`src/rtl/risc16_pkg.sv`:
```
// risc16_pkg: opcode map, IR field positions and fetch FSM encoding
// shared across the RISC-16 core.
`default_nettype none

package risc16_pkg;

    typedef enum logic [3:0] {
        OP_NOP   = 4'h0,
        OP_ADD   = 4'h1,
        OP_SUB   = 4'h2,
        OP_AND   = 4'h3,
        OP_OR    = 4'h4,
        OP_XOR   = 4'h5,
        OP_SHL   = 4'h6,
        OP_SHR   = 4'h7,
        OP_BEQ   = 4'h8,
        OP_BNE   = 4'h9,
        OP_JMP   = 4'hA,
        OP_JAL   = 4'hB,
        OP_MVI   = 4'hC,
        OP_LOAD  = 4'hD,
        OP_STORE = 4'hE,
        OP_HALT  = 4'hF
    } opcode_e;

    localparam int IR_OPC_HI = 15;
    localparam int IR_OPC_LO = 12;
    localparam int IR_RD_HI  = 11;
    localparam int IR_RD_LO  = 8;
    localparam int IR_RS_HI  = 7;
    localparam int IR_RS_LO  = 4;
    localparam int IR_RT_HI  = 3;
    localparam int IR_RT_LO  = 0;
    localparam int IR_IMM_HI = 7;
    localparam int IR_IMM_LO = 0;

    typedef enum logic [1:0] {
        IDLE = 2'd0,
        REQ  = 2'd1,
        DONE = 2'd2
    } fetch_state_e;

endpackage

`default_nettype wire

```
`src/rtl/instr_fetch_unit_pc_counter.sv`:
```
// pc_counter: program counter that loads (base + 1) when a fetch completes,
// wrapping modulo 2^AW.
`default_nettype none

module pc_counter #(
    parameter int             AW       = 16,
    parameter logic [AW-1:0]  RESET_PC = '0
) (
    input  logic          clk,
    input  logic          reset,
    input  logic          load,
    input  logic [AW-1:0] base,
    output logic [AW-1:0] pc
);

    always_ff @(posedge clk or posedge reset) begin
        if (reset) begin
            pc <= RESET_PC;
        end else if (load) begin
            pc <= base + AW'(1);
        end
    end

endmodule

`default_nettype wire

```
`src/rtl/instr_fetch_unit.sv`:
```
// instr_fetch_unit: PC + req/ack instruction fetch + IR field split.
// Optional ack-timeout abort enabled by defining FETCH_TIMEOUT_EN.
`default_nettype none

module instr_fetch_unit
    import risc16_pkg::*;
#(
    parameter int             AW       = 16,
    parameter int             DW       = 16,
    parameter logic [AW-1:0]  RESET_PC = '0,
    parameter int             TIMEOUT  = 15
) (
    input  logic          clk,
    input  logic          reset,
    input  logic          pc_en,
    input  logic          jmp,
    input  logic [AW-1:0] jmp_addr,
    output logic [AW-1:0] imem_addr,
    output logic          imem_req,
    input  logic          imem_ack,
    input  logic [DW-1:0] imem_rdata,
    output logic [3:0]    opcode,
    output logic [3:0]    rd,
    output logic [3:0]    rs,
    output logic [3:0]    rt,
    output logic [7:0]    imm8,
    output logic [AW-1:0] pc,
    output logic          ir_valid,
    output logic          busy,
    output logic          fetch_err
);

    fetch_state_e  r_state;
    logic [DW-1:0] r_ir;
    logic          w_pc_load;

    // pc advances only when the instruction actually arrives, so a jump
    // leaves pc untouched until its target has been fetched.
    assign w_pc_load = (r_state == REQ) && imem_ack;

    pc_counter #(
        .AW       (AW),
        .RESET_PC (RESET_PC)
    ) u_pc_counter (
        .clk   (clk),
        .reset (reset),
        .load  (w_pc_load),
        .base  (imem_addr),
        .pc    (pc)
    );

`ifdef FETCH_TIMEOUT_EN
    localparam int WAIT_W = $clog2(TIMEOUT + 1);
    logic [WAIT_W-1:0] r_wait_cnt;
`else
    logic w_unused_timeout;
    assign w_unused_timeout = (TIMEOUT != 0);
    assign fetch_err        = 1'b0;
`endif

    always_ff @(posedge clk or posedge reset) begin
        if (reset) begin
            r_state   <= IDLE;
            r_ir      <= '0;
            imem_addr <= RESET_PC;
            imem_req  <= 1'b0;
            ir_valid  <= 1'b0;
            busy      <= 1'b0;
`ifdef FETCH_TIMEOUT_EN
            r_wait_cnt <= '0;
            fetch_err  <= 1'b0;
`endif
        end else begin
            ir_valid <= 1'b0;
            case (r_state)
                IDLE: begin
                    if (pc_en) begin
                        imem_addr <= jmp ? jmp_addr : pc;
                        imem_req  <= 1'b1;
                        busy      <= 1'b1;
                        r_state   <= REQ;
`ifdef FETCH_TIMEOUT_EN
                        r_wait_cnt <= '0;
`endif
                    end
                end
                REQ: begin
                    if (imem_ack) begin
                        r_ir     <= imem_rdata;
                        imem_req <= 1'b0;
                        ir_valid <= 1'b1;
                        r_state  <= DONE;
                    end
`ifdef FETCH_TIMEOUT_EN
                    // Abort leaves ir and pc as they were; only the flag records it.
                    else if (r_wait_cnt == WAIT_W'(TIMEOUT - 1)) begin
                        imem_req  <= 1'b0;
                        busy      <= 1'b0;
                        fetch_err <= 1'b1;
                        r_state   <= IDLE;
                    end else begin
                        r_wait_cnt <= r_wait_cnt + WAIT_W'(1);
                    end
`endif
                end
                DONE: begin
                    busy    <= 1'b0;
                    r_state <= IDLE;
                end
                default: begin
                    imem_req <= 1'b0;
                    busy     <= 1'b0;
                    r_state  <= IDLE;
                end
            endcase
        end
    end

    assign opcode = r_ir[IR_OPC_HI:IR_OPC_LO];
    assign rd     = r_ir[IR_RD_HI:IR_RD_LO];
    assign rs     = r_ir[IR_RS_HI:IR_RS_LO];
    assign rt     = r_ir[IR_RT_HI:IR_RT_LO];
    assign imm8   = r_ir[IR_IMM_HI:IR_IMM_LO];

endmodule

`default_nettype wire

```
`config.mk`:
```
export PLATFORM = sky130hd
export DESIGN_NAME = instr_fetch_unit
export DESIGN_NICKNAME = d
export VERILOG_FILES = /design/src/rtl/risc16_pkg.sv /design/src/rtl/instr_fetch_unit_pc_counter.sv /design/src/rtl/instr_fetch_unit.sv
export SDC_FILE = /design/constraint.sdc
export NUM_CORES = 1
export LEC_CHECK = 0
export BUFFER_PORTS_ARGS = -buffer_cell sky130_fd_sc_hd__buf_2
export CAP_MARGIN = 20
export CORE_MARGIN = 3
export CORE_UTILIZATION = 30
export DETAILED_ROUTE_END_ITERATION = 16
export SETUP_SLACK_MARGIN = 0.02
export SLEW_MARGIN = 20
export SYNTH_ARGS = -nofsm -noshare
export SYNTH_HDL_FRONTEND = slang
export SYNTH_HIERARCHICAL = 1
export SYNTH_SLANG_ARGS = --single-unit
```
`constraint.sdc`:
```
create_clock -name clk -period 2.7 [get_ports clk]
set_input_delay 0.405 -clock clk [delete_from_list [all_inputs] [get_ports clk]]
set_output_delay 0.405 -clock clk [all_outputs]
set_load 0.05 [all_outputs]
```
==> summary.txt <==
Status = finished clean
Top-level I/O count = 97
Slowest stage delay, CP = 0.50 ns
Buf+Inv Stages, Crit Path = 0
Max Slew Vio Count = 0
Largest net degree at the start of global routing = 49
N_diodes = 0
Fin crit share = 0.668
Top delay family on crit path = simple AND/OR/NAND/NOR gates
Setup-failing EPs final = 0
Avg Cell Area, Syn = 11.4 um2
Post-CTS Setup Repair Bufs = 0
Minimum clock period = 1.80 ns
Dpl hpwl = 4.20 mm
Startpoint class of the critical path = flop
Chip height = 97.9 um
Gate Count Post-Synth = 223
Initial Util = 0.318
GPL Wtd Cong = 0.717
Pre-CTS setup slack = 0.898 ns
Port-buffer cells = 95
CTS Buf Count = 5
Share of post-route cells with drive strength above 1 = 0.414
Final nets = 346
Num Clock Sinks = 53
Final core utilization = 0.388
Crit path capture type = flop
Vias in the first global route = 1922
Synth cell types = 36
Slew HR = 0.533
Reg2reg setup slack = 0.90 ns
CP max-delay cell = dfrtp_1
Core Footprint = 7970 um2
Overflow after GRT = 0
Critical R2R Capture = u_pc_counter/pc[14]$_DFFE_PP0P_
Worst Path Max Fanout = 8
Worst skew pair latency = 0.29 ns
Worst Tran Pin Value = 0.700 ns
First-pass DRT Iterations = 4
Setup TNS = 0 ns
Initial drt markers = 24
Met2 wire length = 2.73 mm
Fmax = 555 MHz
Hold Path Class = input pin to async pin
Commonest non-fill, non-tap cells in the layout = buf_2, dfrtp_1, nor2_1, a21oi_1, mux2i_1
Max Cap Violations = 0
WL met1 = 2.50 mm
CTS tree = built
Drc violations = 0
Max clock buf depth = 2
Synth Warn # = 6
Dpl cell area = 3010 um2
EDFF count, synth = 0
Setup WS post-layout = 0.898 ns
Mapped Nets = 261
Fill cells = 812
Rows = 32
Routed met3 length = 291 um
R2R Path Start = imem_addr[0]$_DFFE_PP0P_
Endpoints failing hold = 0
Antenna violations before repair = 0
Die ar. = 9580 um2
Req. time, crit path = 2.85 ns
Layout area overhead = 22.0%
Post-synth top flop = dfrtp_1
Post-route cell area = 3090 um2
FF+latch count, synth = 53
Async SR Flop Fraction = 1.00
Vias per cell = 4.53
Worst EP arrival = 1.95 ns
Clock skew = 0.00322 ns
RSZ-0062 raised after global routing = false
Total Wirelength = 5.56 mm
Crit-path cells = ha_1, nand3_1, nor4_1, xnor2_1, a21oi_1
Wire per inst = 13.5 um
First-pass GRT wire length = 9.58 mm
CTS clk-pin slew, worst paths = 0.09 ns
Post-CTS Hold Buffers = 0
Register area share after synthesis = 0.523
Post-CTS Resized = 0
Worst setup path class = flop to flop
Netlist Area Pre-Place = 2530 um2
Worst R2R Path Depth = 5
Die Span X = 97.9 um
ANT nets after route = 0
Root Driver = clkbuf_8
H-tree depth = 2
DR top layer = met4
Worst setup path start = imem_addr[0]$_DFFE_PP0P_
DR vias = 1860
Gr usage total = 0.120
Most common cell after layout, fill and taps aside = buf_2
## per-layer routing
metal / vias up / GRT usage
li1: 924 / -
met1: 881 / 0.160
met2: 50 / 0.198
met3: 5 / 0.0257
met4: 0 / 0.0319
met5: - / 0
## state kept, by name (all words and copies together) (netlist names)
signal / cells
ir_valid: 1
imem_req: 1
imem_addr: 16
r_state: 2
busy: 1
u_pc_counter/pc: 16
r_ir: 16
## worst max path at each step
stage | end | slack, ns | depth (start not counted)
floorplan | u_pc_counter/pc[15]$_DFFE_PP0P_ | 0.80 | 4
global placement | u_pc_counter/pc[14]$_DFFE_PP0P_ | 0.92 | 5
detailed placement | u_pc_counter/pc[14]$_DFFE_PP0P_ | 0.90 | 5
CTS | u_pc_counter/pc[14]$_DFFE_PP0P_ | 0.88 | 5
global route | u_pc_counter/pc[14]$_DFFE_PP0P_ | 0.69 | 5
finish | u_pc_counter/pc[14]$_DFFE_PP0P_ | 0.90 | 5
## cell families (layout without fill, tap and decap cells)
family,Yosys count,in the layout,share of synthesized area
adders and majority gates,1,1,0.00494
DFF,53,53,0.523
other,1,1,0.00148
muxes,33,33,0.152
xor gates and xnor gates,13,13,0.0449
and+or+nand+nor,60,60,0.127
AOI/OAI and AO/OA,36,36,0.0800
buffers and inverters,26,112,0.0657
## synth_stat cells, types with 2 or more instances
master,instances,area (um2)
inv_1,7,26.3
xor2_1,5,43.8
mux2i_1,16,160
a21oi_1,27,135
nor3_1,4,20.0
buf_4,11,82.6
buf_2,3,15.0
xnor2_1,8,70.1
nand2_1,3,11.3
nor4_1,2,12.5
nor2_1,34,128
a21oi_2,3,26.3
nand4_1,3,18.8
mux2_4,9,135
mux2_2,8,90.1
dfrtp_1,53,1330
clkbuf_1,3,11.3
nand3_1,6,30.0
## through the flow
stage	hold WS [ns]	instances
CTS	0.222	411
floorplan	0.319	223
finish	0.188	411
global placement	0.467	403
global route	0.238	411
detailed placement	0.472	403
## final cells by class
class / count / area (um2) / area share
sequential: 53 / 1330 / 0.429
multi-input combinational: 144 / 1040 / 0.337
timing repair buffer: 97 / 490 / 0.159
tap: 102 / 128 / 0.0413
clock buffer: 8 / 80.1 / 0.0259
inverter: 7 / 26.3 / 0.00850
Power is left out: the tool's default activity adds up to more than one toggle a clock period on the data nets, which glitch-free logic cannot reach.
